===== src/rtl/jc_pkg.sv =====
// Shared types and Johnson-code helpers for the johnson_decoder block.
// Helpers take the live code width so one package serves any WIDTH up to JC_MAX_W.
package jc_pkg;

  typedef enum logic [1:0] {
    UNLOCK  = 2'd0,
    LOCKING = 2'd1,
    LOCKED  = 2'd2
  } jc_state_e;

  localparam logic [7:0]   ERR_CNT_MAX = 8'd255;
  localparam int unsigned  JC_MAX_W    = 32;

  typedef logic [JC_MAX_W-1:0] jc_code_t;

  // Mask with the low n bits set.
  function automatic jc_code_t jc_ones(input int unsigned n);
    jc_code_t r;
    r = '0;
    for (int unsigned i = 0; i < JC_MAX_W; i++) begin
      r[i] = (i < n);
    end
    return r;
  endfunction

  function automatic int unsigned jc_popcount(input jc_code_t code, input int unsigned w);
    int unsigned p;
    p = 0;
    for (int unsigned i = 0; i < JC_MAX_W; i++) begin
      if (i < w && code[i]) p = p + 1;
    end
    return p;
  endfunction

  function automatic logic jc_msb(input jc_code_t code, input int unsigned w);
    return |(code & jc_ones(w) & ~jc_ones(w - 1));
  endfunction

  // A code is legal when it equals the unique Johnson pattern with its own popcount.
  function automatic logic jc_is_legal(input jc_code_t code, input int unsigned w);
    int unsigned p;
    jc_code_t    expect_code;
    p = jc_popcount(code, w);
    if (jc_msb(code, w)) expect_code = jc_ones(w) & ~jc_ones(w - p);
    else                 expect_code = jc_ones(p);
    return (code & jc_ones(w)) == expect_code;
  endfunction

  function automatic int unsigned jc_to_idx(input jc_code_t code, input int unsigned w);
    int unsigned p;
    p = jc_popcount(code, w);
    if (jc_msb(code, w)) return 2 * w - p;
    return p;
  endfunction

endpackage


===== src/rtl/jc_decode_comb.sv =====
// Combinational map from a Johnson code to {legal, index}.
module jc_decode_comb
  import jc_pkg::*;
#(
  parameter int unsigned WIDTH = 4,
  parameter int unsigned IW    = $clog2(2 * WIDTH)
) (
  input  logic [WIDTH-1:0] jc_in,
  output logic             legal,
  output logic [IW-1:0]    idx
);

  jc_code_t code;

  always_comb begin
    code  = jc_code_t'(jc_in);
    legal = jc_is_legal(code, WIDTH);
    idx   = IW'(jc_to_idx(code, WIDTH));
  end

endmodule


===== src/rtl/johnson_decoder.sv =====
// Johnson counter bus decoder and health monitor: index decode, sequence
// checking, lock tracking and a saturating error counter.
module johnson_decoder
  import jc_pkg::*;
#(
  parameter int unsigned WIDTH  = 4,
  parameter int unsigned LOCK_N = 3,
  parameter int unsigned IW     = $clog2(2 * WIDTH)
) (
  input  logic             clk,
  input  logic             rstn,
  input  logic             in_valid,
  input  logic [WIDTH-1:0] jc_in,
  input  logic             clr_err,
  output logic [IW-1:0]    idx_out,
  output logic             out_valid,
  output logic             illegal,
  output logic             step_err,
  output logic             locked,
  output logic [7:0]       err_cnt
);

  localparam logic [IW-1:0] IDX_LAST = IW'(2 * WIDTH - 1);
  localparam logic [3:0]    LOCK_TGT = 4'(LOCK_N);

  logic          legal;
  logic [IW-1:0] idx;
  logic [IW-1:0] prev_idx;
  logic [IW-1:0] prev_next;
  logic          has_prev;
  logic          step_bad;
  logic          good;
  logic          err_event;
  logic [3:0]    good_cnt;
  logic [3:0]    good_next;
  jc_state_e     state;

  jc_decode_comb #(.WIDTH(WIDTH), .IW(IW)) u_dec (
    .jc_in (jc_in),
    .legal (legal),
    .idx   (idx)
  );

  always_comb begin
    prev_next = (prev_idx == IDX_LAST) ? '0 : prev_idx + 1'b1;
    step_bad  = legal && has_prev && (idx != prev_idx) && (idx != prev_next);
    good      = legal && !step_bad;
    err_event = in_valid && (!legal || step_bad);
    good_next = good_cnt + 4'd1;
  end

  assign locked = (state == LOCKED);

  always_ff @(posedge clk) begin
    if (!rstn) begin
      idx_out   <= '0;
      out_valid <= 1'b0;
      illegal   <= 1'b0;
      step_err  <= 1'b0;
      err_cnt   <= '0;
      prev_idx  <= '0;
      has_prev  <= 1'b0;
      good_cnt  <= '0;
      state     <= UNLOCK;
    end else begin
      out_valid <= 1'b0;
      illegal   <= 1'b0;
      step_err  <= 1'b0;

      if (in_valid) begin
        if (legal) begin
          // A mis-stepped sample still becomes the new reference so the decoder re-syncs.
          idx_out   <= idx;
          prev_idx  <= idx;
          has_prev  <= 1'b1;
          out_valid <= 1'b1;
          step_err  <= step_bad;
        end else begin
          illegal  <= 1'b1;
          has_prev <= 1'b0;
        end

        unique case (state)
          UNLOCK: begin
            if (legal) begin
              good_cnt <= 4'd1;
              state    <= (LOCK_N == 1) ? LOCKED : LOCKING;
            end
          end
          LOCKING: begin
            if (good) begin
              good_cnt <= good_next;
              if (good_next >= LOCK_TGT) state <= LOCKED;
            end else begin
              good_cnt <= '0;
              state    <= UNLOCK;
            end
          end
          LOCKED: begin
            if (!good) begin
              good_cnt <= '0;
              state    <= UNLOCK;
            end
          end
          default: begin
            good_cnt <= '0;
            state    <= UNLOCK;
          end
        endcase
      end

      // Clearing in the same cycle as an error leaves that error counted.
      if (clr_err)                             err_cnt <= err_event ? 8'd1 : 8'd0;
      else if (err_event && err_cnt != ERR_CNT_MAX) err_cnt <= err_cnt + 8'd1;
    end
  end

  a_valid_excl: assert property (@(posedge clk) !(illegal && out_valid));
  a_step_impl:  assert property (@(posedge clk) step_err |-> out_valid);

endmodule


===== config.mk =====
export PLATFORM = sky130hd
export DESIGN_NAME = johnson_decoder
export DESIGN_NICKNAME = d
export VERILOG_FILES = /design/src/rtl/jc_pkg.sv /design/src/rtl/jc_decode_comb.sv /design/src/rtl/johnson_decoder.sv
export SDC_FILE = /design/constraint.sdc
export NUM_CORES = 1
export LEC_CHECK = 0
export BUFFER_PORTS_ARGS = -buffer_cell sky130_fd_sc_hd__buf_4
export CAP_MARGIN = 20
export CORE_MARGIN = 3
export CORE_UTILIZATION = 52
export CTS_BUF_LIST = sky130_fd_sc_hd__clkbuf_16
export DETAILED_ROUTE_END_ITERATION = 6
export PLACE_DENSITY_LB_ADDON = 0.3
export RECOVER_POWER = 100
export SYNTH_ARGS = -nofsm -noshare
export SYNTH_HDL_FRONTEND = slang
export SYNTH_SLANG_ARGS = --single-unit

===== constraint.sdc =====
create_clock -name clk -period 3.91 [get_ports clk]
set_input_delay 0.391 -clock clk [delete_from_list [all_inputs] [get_ports clk]]
set_output_delay 0.391 -clock clk [all_outputs]
set_load 0.01 [all_outputs]

==> results.md, run 1 <==
- Status: complete, no violations
- Antenna diodes: 0
- Synth Instances: 218
- CTS clk-pin slew, worst paths: 0.06 ns
- Total wire length: 4000 µm
- Vias in the first global route: 1529
- Fin cells: 293
- Layout cells sized above 1: 14.46%
- First-pass GRT wire length: 6672 µm
- Setup Crit Path Kind: in -> reg
- CP Launch Type: input pin
- Vias: 1708
- TritonCTS sink count: 21
- Total Routing Usage GR: 19.98%
- Number of max-cap violations: 0
- Min Tclk post-route: 3.691 ns
- Comb pwr share: 28.8%
- Clock root buffer: clkbuf_16
- Pre-Repair DR Iteration Count: 5
- Placed insts: 286
- Final period util: 94.39%
- Worst skew pair latency: 0.25 ns
- Clk_skew: 0.006267 ns
- Initial Util: 55.65%
- Detailed-route DRC error count: 0
- DRT antenna net count: 0
- WL per Instance: 13.65 µm
- Post-synth net total: 239
- Sw frac: 29.29%
- CTS Buf Count: 3
- CTS tree: built
- Max Clk Rate: 0.2710 GHz
- Sequential share of power: 36.2%
- Core Box Area: 3103 µm²
- Worst Path Required: 4.04 ns
- Utilization after layout: 65.65%
- Switch Pwr: 0.1806 mW
- Number of synthesized flops with an enable pin: 0
- Flip-flop and latch count after synthesis: 21
- Final setup viols: 0
- H-tree levels: 1
- Mapped cell area: 1727 µm²
- Area grow syn2layout: 17.97%
- Chip Height: 63.63 µm
- Data arrival time of the worst path: 3.82 ns
- Synth Flop Type: dfxtp_1
- Fin nets: 271
- Worst setup EP type: register
- Hold_ws: 0.4222 ns
- Total power: 0.6166 mW
- Seq/Total Area, Yosys: 24.35%
- Grt ovf: 0
- Peak supply drop: 0.0003083 V
- Gpl congestion: 0.9030
- Initial DRC count: 132
- Syn_area_per_cell: 7.920 µm²
- Hold_sp: rstn
- Initial antenna violation count: 0
- Via density: 5.829
- Async SR Flop Fraction: 0%
- Syn. warnings: 0
- Io pins: 23
- Slew Viols, Final: 0
- DIE WIDTH: 63.63 µm
- PwrDens: 302.7 nW/µm²
- Leak: 0.8458 nW
- Row cnt: 20
- Deepest clock path buffer count: 2
- Final hold vios: 0
- Pin count of the biggest net entering global routing: 17
- P_int: 0.4360 mW
- Clock power share: 34.9%
- Distinct cells, synth: 53
- DIE AREA: 4048 µm²
- HP Class: in -> reg
- CP Launch Point: jc_in[1]
- Reg-to-Reg Start: prev_idx[0]
- Post-DP HPWL: 3054 µm
- CP max FO: 7
- Port bufs: 22
[metrics by stage]
step	cell area [µm²]	TNS (ns)	worst slack [ns]
floorplan	1727	0	0.1747
global placement	1977	0	0.04086
detailed placement	1977	-0.007854	-0.007250
CTS	2059	0	0.2434
global route	2037	-0.005976	-0.005976
finish	2037	0	0.2193
[power groups by stage]
stage / Clock (mW) / Sequential, mW / Combinational (mW)
floorplan: 0 / 0.229 / 0.119
global placement: 0 / 0.228 / 0.168
detailed placement: 0 / 0.228 / 0.170
CTS: 0.219 / 0.223 / 0.171
global route: 0.232 / 0.224 / 0.196
finish: 0.215 / 0.223 / 0.178
[repair_timing]
action | 4_1_cts | 5_1_grt
resized for setup | 0 | 1
hold buffers | 0 | 0
setup buffers | 0 | 2
setup endpoints to repair | 0 | 5
[Yosys cell counts (2+ instances only)]
library cell,n,area (µm²)
a21oi_1,11,55.05
a31o_2,5,43.79
a31oi_1,6,37.54
a32oi_1,2,17.52
a41o_1,2,20.02
and2_1,2,12.51
and3_1,2,12.51
and4_1,3,26.28
buf_2,3,15.01
buf_4,3,22.52
clkbuf_1,3,11.26
dfxtp_1,21,420.4
ha_1,13,162.7
inv_1,15,56.30
nand2_1,21,78.83
nand2b_1,10,62.56
nand3_1,8,40.04
nand4_1,4,25.02
nor2_1,20,75.07
nor2b_1,2,12.51
nor3_1,5,25.02
o2111ai_1,4,35.03
o21a_1,3,22.52
o21ai_0,5,25.02
o22ai_1,2,12.51
o311ai_0,2,17.52
or3_1,2,12.51
xnor2_1,10,87.58
xor2_1,5,43.79
[worst paths after layout]
path                 endpoint  slack [ns]  cells after the start
setup / recovery  good_cnt[1]        0.22                     19
hold reg to reg      has_prev        0.50                      2
setup reg to reg  good_cnt[2]        1.41                      8
hold / removal       state[1]        0.42                      2
[final cells by class]
type / instances / area (µm²)
sequential: 21 / 420.4
clock inverter: 1 / 7.507
tap: 44 / 55.05
timing repair buffer: 36 / 226.5
multi-input combinational: 173 / 1196
fill: 275 / 1066
inverter: 15 / 56.30
clock buffer: 3 / 75.07
[worst max-delay path, stage by stage]
cell and delay (ns):
buf_4 0.11, inv_1 0.04, ha_1 0.31, nand2b_1 0.17
nand2_1 0.09, ha_1 0.17, nand2_1 0.12, xnor2_1 0.18
or3_1 0.39, ha_1 0.31, nand2b_1 0.13, nor2_1 0.05
o311a_1 0.13, o21a_1 0.18, o2111a_2 0.32, buf_12 0.15
and4_1 0.19, nor3_2 0.26, o32ai_1 0.13
[flip-flops by register name, indices dropped and copies added, names as in the netlist]
register and flops:
illegal 1, prev_idx 3, out_valid 1, step_err 1
has_prev 1, good_cnt 4, state 2, err_cnt 8
[routing by layer]
metal	vias to the layer above	track usage (%)	share of wire (%)
li1	856	-	-
met1	785	27.92	48
met3	8	3.387	4.9
met5	-	0	0
met4	0	3.774	1.6
met2	59	32.33	45
[cells in the final DEF, fill, tap and decap left out, types with 4 or more instances in the layout]
cell type	instances
xnor2_1	10
a31o_2	5
nand4_1	4
nand2b_1	10
dfxtp_1	21
ha_1	13
nand2_1	21
o2111ai_1	4
a31oi_1	6
nor3_1	5
clkbuf_1	15
a21oi_1	11
inv_1	15
buf_4	19
nand3_1	8
xor2_1	5
nor2_1	20
o21ai_0	6
[kinds of logic (layout without fill, tap and decap cells)]
logic type               Yosys count  after routing  share of synthesized area, %
XOR/XNOR                          16             16                         8.985
multiplexers                       1              1                        0.5797
buffers and inverters             25             55                         6.738
AO/OA/AOI/OAI                     54             55                         23.26
AND/OR/NAND/NOR                   87             87                         26.45
adder cells (fa/ha/maj)           13             13                         9.421
flip-flops                        21             21                         24.35
other                              1              1                        0.2172
Power figures use the tool's default switching activity.
==> run 2, diff against run 1 <==
Settings changed: CAP_MARGIN 20 to 0, RECOVER_POWER 100 to default.
==> run 2 against run 1 <==
Net effect: maximum frequency up 0.33%; die area did not move; hold slack about the same; clock skew shrank 0.0015 ns; non-clock buffer count is the same.
==> results.md, run 2 (same netlist as run 1, synthesis figures left out) <==
- Peak supply drop: 0.0003039 V (-1.4%)
- Pre-Repair DR Iteration Count: 4 (-1)
- DIE WIDTH: 63.63 µm (unchanged)
- Switch Pwr: 0.1794 mW (-0.65%)
- Total wire length: 3999 µm (about the same)
- Initial antenna violation count: 0 (unchanged)
- Initial Util: 55.65% (unchanged)
- Slew Viols, Final: 0 (unchanged)
- Antenna diodes: 0 (unchanged)
- Data arrival time of the worst path: 3.81 ns (about the same)
- Vias: 1672 (-2.1%)
- WL per Instance: 13.65 µm (about the same)
- Largest Register: err_cnt
- Via density: 5.706 (-2.1%)
- Pin count of the biggest net entering global routing: 17 (unchanged)
- H-tree levels: 1 (unchanged)
- Number of max-cap violations: 0 (unchanged)
- Most frequent cells in the layout: buf_4, nand2_1, dfxtp_1
- Port bufs: 22 (unchanged)
- Fin nets: 271 (unchanged)
- Status: complete, no violations
- Fin Setup TNS: 0 ns (unchanged)
- Worst skew pair latency: 0.25 ns (about the same)
- Deepest clock path buffer count: 2 (unchanged)
- Max Clk Rate: 0.2719 GHz (+0.33%)
- Chip Height: 63.63 µm (unchanged)
- Setup Crit Path Kind: in -> reg
- CTS Buf Count: 3 (unchanged)
- P_int: 0.4386 mW (+0.60%)
- DIE AREA: 4048 µm² (unchanged)
- Clock power share: 34.6% (-0.3 points)
- DRT antenna net count: 0 (unchanged)
- Final setup viols: 0 (unchanged)
- Sw frac: 29.03% (-0.26 points)
- Area grow syn2layout: 21.52%
- Top flop regs: err_cnt (8), good_cnt (4), prev_idx (3)
- Core Box Area: 3103 µm² (unchanged)
- Slack of the critical path: 0.2315 ns (+0.01220 ns)
- Vias in the first global route: 1529 (unchanged)
- Sequential share of power: 36.2% (about the same)
- Leak: 0.9103 nW (+7.6%)
- Gpl congestion: 0.9030 (unchanged)
- PwrDens: 294.5 nW/µm² (-2.7%)
- Min Tclk post-route: 3.678 ns (-0.01220 ns)
- Grt ovf: 0 (unchanged)
- CTS clk-pin slew, worst paths: 0.06 ns (about the same)
- Initial DRC count: 140 (+6.1%)
- Io pins: 23 (unchanged)
- Total Routing Usage GR: 19.98% (unchanged)
- Clk_skew: 0.004728 ns (-0.001540 ns)
- Total power: 0.6180 mW (+0.24%)
- Utilization after layout: 67.62% (+2.0 points)
- Final period util: 94.08% (-0.31 points)
- Layout cells sized above 1: 20.88% (+6.4 points)
- CP Launch Type: input pin
- Row cnt: 20 (unchanged)
- Post-DP HPWL: 3054 µm (unchanged)
- First-pass GRT wire length: 6672 µm (unchanged)
- CTS tree: built
- TritonCTS sink count: 21 (unchanged)
- Fin cells: 293 (unchanged)
- HP Class: in -> reg
- Most common cell after layout, fill and taps aside: buf_4
- Worst setup EP type: register
- Pre-CTS setup slack: -0.007250 ns (unchanged)
- Final hold vios: 0 (unchanged)
- Number of flip-flops in the largest register: 8 (unchanged)
- Placed insts: 286 (unchanged)
- Detailed-route DRC error count: 0 (unchanged)
- Clock root buffer: clkbuf_16
- Worst Path Required: 4.04 ns (about the same)
- CP max FO: 7 (unchanged)
- Comb pwr share: 29.3% (+0.5 points)
==> run 2: cell count changes in the layout (fill, tap and decap cells not counted), sizes merged <==
| cell | change |
|---|---|
| buf | +16 |
| clkbuf | -16 |
==> run 2: cell type report <==
class | instances | area (µm²)
inverters | 15 | 56.30
clock buffers | 3 | 75.07
fillers | 257 | 1005
flip-flops and latches | 21 | 420.4
multi-input cells | 173 | 1201
repair buffers | 36 | 282.8
clock inverters | 1 | 7.507
well taps | 44 | 55.05
==> run 2: per-layer routing <==
layer | share of wire, % | GRT usage [%] | vias up
li1 | - | - | 856
met1 | 48 | 27.92 | 760
met2 | 46 | 32.33 | 48
met3 | 4.8 | 3.387 | 8
met4 | 1.4 | 3.774 | 0
met5 | 0 | 0 | -
==> run 2: worst paths after layout <==
path                             startpoint  cells after the start  slack, ns          end
worst max-delay path               jc_in[1]                     19       0.23  good_cnt[1]
worst min-delay path                   rstn                      2       0.42     state[1]
worst max register to register  prev_idx[0]                      9       1.39  good_cnt[2]
worst min register to register     has_prev                      2       0.50     has_prev
==> run 2: repair_timing <==
item                       4_1_cts  5_1_grt
setup endpoints to repair        0        5
gates resized for setup          0        1
setup buffers                    0        2
hold buffers                     0        0
==> run 2: power by group through the flow <==
stage	registers, mW	logic (mW)	clock network (mW)
after global placement	0.228	0.168	0
final	0.223	0.181	0.214
after global routing	0.224	0.198	0.232
after floorplan	0.229	0.119	0
after detailed placement	0.228	0.170	0
after CTS	0.223	0.171	0.219
==> run 2: critical path, stage by stage <==
cell and delay [ns]:
buf_4 0.11, inv_1 0.04, ha_1 0.31, nand2b_1 0.17, nand2_1 0.09, ha_1 0.17
nand2_1 0.11, xnor2_1 0.18, or3_1 0.39, ha_1 0.31, nand2b_1 0.13, nor2_1 0.05
o311a_1 0.13, o21a_1 0.18, o2111a_2 0.32, buf_12 0.15, and4_1 0.19, nor3_2 0.26
o32ai_1 0.13
==> run 2: per-stage QoR <==
step / instance area [µm²] / hold WS [ns]
2_1_floorplan: 1727 / 0.4507
3_3_place_gp: 1977 / 0.4638
3_5_place_dp: 1977 / 0.4682
4_1_cts: 2059 / 0.4185
5_1_grt: 2098 / 0.4223
6_report: 2098 / 0.4217
==> run 3, diff against run 2 <==
Settings changed: CORE_MARGIN 3 to default.
==> run 3 against run 2 <==
Net effect: count of clock-buffer cells in the layout is the same; maximum frequency rose by 1.3%; setup slack gained 0.048 ns; wire length is essentially flat; largest cell class unchanged; first-iteration DRC count is 24% lower.
==> results.md, run 3 (same netlist as run 1, synthesis figures left out) <==
- Min Tclk post-route: 3.630 ns (-0.04829 ns)
- Vias: 1677 (+0.30%)
- CTS tree: built
- DRT antenna net count: 0 (unchanged)
- Pre-Repair DR Iteration Count: 4 (unchanged)
- First-pass GRT wire length: 6748 µm (+1.1%)
- Area grow syn2layout: 20.65%
- DIE AREA: 3555 µm² (-12%)
- Post-DP Area: 1984 µm² (+0.38%)
- Most common cell after layout, fill and taps aside: buf_4
- DIE WIDTH: 59.63 µm (-6.3%)
- Family with the most delay on the worst path: simple AND/OR/NAND/NOR gates
- Data arrival time of the worst path: 3.76 ns (-0.05 ns)
- Fin Setup TNS: 0 ns (unchanged)
- H-tree levels: 1 (unchanged)
- Total power: 0.6180 mW (about the same)
- Fin nets: 270 (-0.37%)
- Worst Path Required: 4.04 ns (about the same)
- Antenna diodes: 0 (unchanged)
- Io pins: 23 (unchanged)
- CP Launch Type: input pin
- Final hold vios: 0 (unchanged)
- Final setup viols: 0 (unchanged)
- Clk_skew: 0.003502 ns (-0.001226 ns)
- Largest Register: err_cnt
- Core Box Area: 3103 µm² (unchanged)
- Buffer and inverter count on the worst path: 3 (unchanged)
- Hold buffer count at cts: 0 (unchanged)
- Worst setup EP type: register
- WL per Instance: 13.68 µm (+0.27%)
- Most frequent cells in the layout: buf_4, nand2_1, dfxtp_1
- Gpl congestion: 0.8791 (-2.6%)
- Grt ovf: 0 (unchanged)
- CP most frequent cell: ha_1
- CTS clk-pin slew, worst paths: 0.06 ns (about the same)
- Status: complete, no violations
- Deepest clock path buffer count: 2 (unchanged)
- HP Class: in -> reg
- Worst path max stage delay: 0.37 ns (-0.02 ns)
- Fin area: 2083 µm² (-0.72%)
- Pin count of the biggest net entering global routing: 17 (unchanged)
- Top flop regs: err_cnt (8), good_cnt (4), prev_idx (3)
- Worst skew pair latency: 0.26 ns (about the same)
- Setup Crit Path Kind: in -> reg
- Initial DRC count: 106 (-24%)
- Fill cells: 285 (+11%)
- Max Clk Rate: 0.2755 GHz (+1.3%)
- Via density: 5.743 (+0.64%)
- Layout cells sized above 1: 20.56% (-0.32 points)
- Number of max-cap violations: 0 (unchanged)
- RSZ-0062 raised after global routing: false
- PwrDens: 296.6 nW/µm² (+0.71%)
- Total Routing Usage GR: 24.80% (+4.8 points)
- Chip Height: 59.63 µm (-6.3%)
- Row cnt: 20 (unchanged)
- Peak supply drop: 0.0002496 V (-18%)
- Number of flip-flops in the largest register: 8 (unchanged)
- FF+latch area: 420.4 µm² (unchanged)
- Initial antenna violation count: 0 (unchanged)
- Port bufs: 22 (unchanged)
- Vias in the first global route: 1567 (+2.5%)
- Final period util: 92.84% (-1.2 points)
- CP max FO: 7 (unchanged)
- Multi-input logic area: 1201 µm² (unchanged)
- Critical path, cell by cell: buf_4 > inv_1 > ha_1 > nand2b_1 > nand2_1 > ha_1 > nand2_1 > xnor2_1 > or3_1 > ha_1 > nand2b_1 > nor2_1 > o311a_1 > o21a_1 > o2111a_2 > buf_4 > and4_1 > nor3_2 > o32ai_1
- Detailed-route DRC error count: 0 (unchanged)
- Post-DP HPWL: 2986 µm (-2.2%)
- Critical path's slowest cell: or3_1
- Slew Viols, Final: 0 (unchanged)
- CTS Buf Count: 3 (unchanged)
- Total wire length: 3996 µm (about the same)
- TritonCTS sink count: 21 (unchanged)
- Leak: 0.9108 nW (about the same)
- Initial Util: 55.65% (unchanged)
- Clock root buffer: clkbuf_16
-- run 3: layout make-up --
class	count	area share [%]
Multi-Input combinational cell	172	57.66
Clock inverter	1	0.2402
Clock buffer	3	3.604
Sequential cell	21	20.18
Tap cell	44	2.643
Inverter	15	2.703
Timing Repair Buffer	36	12.97
-- run 3: power breakdown --
| group | total (mW) | switching (mW) | internal [mW] |
|---|---|---|---|
| clock | 0.219 | 0.0816 | 0.137 |
| sequential | 0.224 | 0.00485 | 0.219 |
| combinational | 0.175 | 0.0959 | 0.0794 |
| total | 0.618 | 0.182 | 0.436 |
-- run 3: worst reg2reg max path: stages, from the launching register on --
cell	delay, ns
dfxtp_1	0.40
xor3_1	0.49
nor3_1	0.22
a32oi_1	0.09
o2111ai_1	0.26
a31o_4	0.23
nand2_1	0.14
or4_1	0.49
o21ai_1	0.09
-- run 3: timing repair --
action | in CTS | in global routing
setup endpoints to repair | 0 | 6
setup buffers | 0 | 1
gates resized for setup | 0 | 2
-- run 3: per-layer routing --
layer / routed length, µm / vias up / GRT usage (%) / share of wire (%)
met1: 1946 / 785 / 32.80 / 49
met2: 1867 / 37 / 40.93 / 47
met4: 54 / 0 / 8.638 / 1.4
met5: 0 / - / 0 / 0
li1: - / 848 / - / -
met3: 127 / 7 / 3.712 / 3.2
-- run 3: final timing paths --
kind                 endpoint   startpoint  slack [ns]  depth (start not counted)
setup / recovery  good_cnt[1]     jc_in[0]        0.28                         19
hold / removal     err_cnt[0]         rstn        0.42                          2
setup reg to reg  good_cnt[2]  prev_idx[0]        1.43                          8
hold reg to reg      has_prev     has_prev        0.48                          2
-- run 3: per-stage QoR --
stage,hold slack (ns),cells,setup WS (ns),utilization [%]
global placement,0.4626,287,0.02301,63.95
global route,0.4292,292,0.002305,67.14
floorplan,0.4507,218,0.1747,-
detailed placement,0.4714,287,-0.02296,63.95
CTS,0.4105,291,0.2098,66.53
finish,0.4168,292,0.2798,67.14
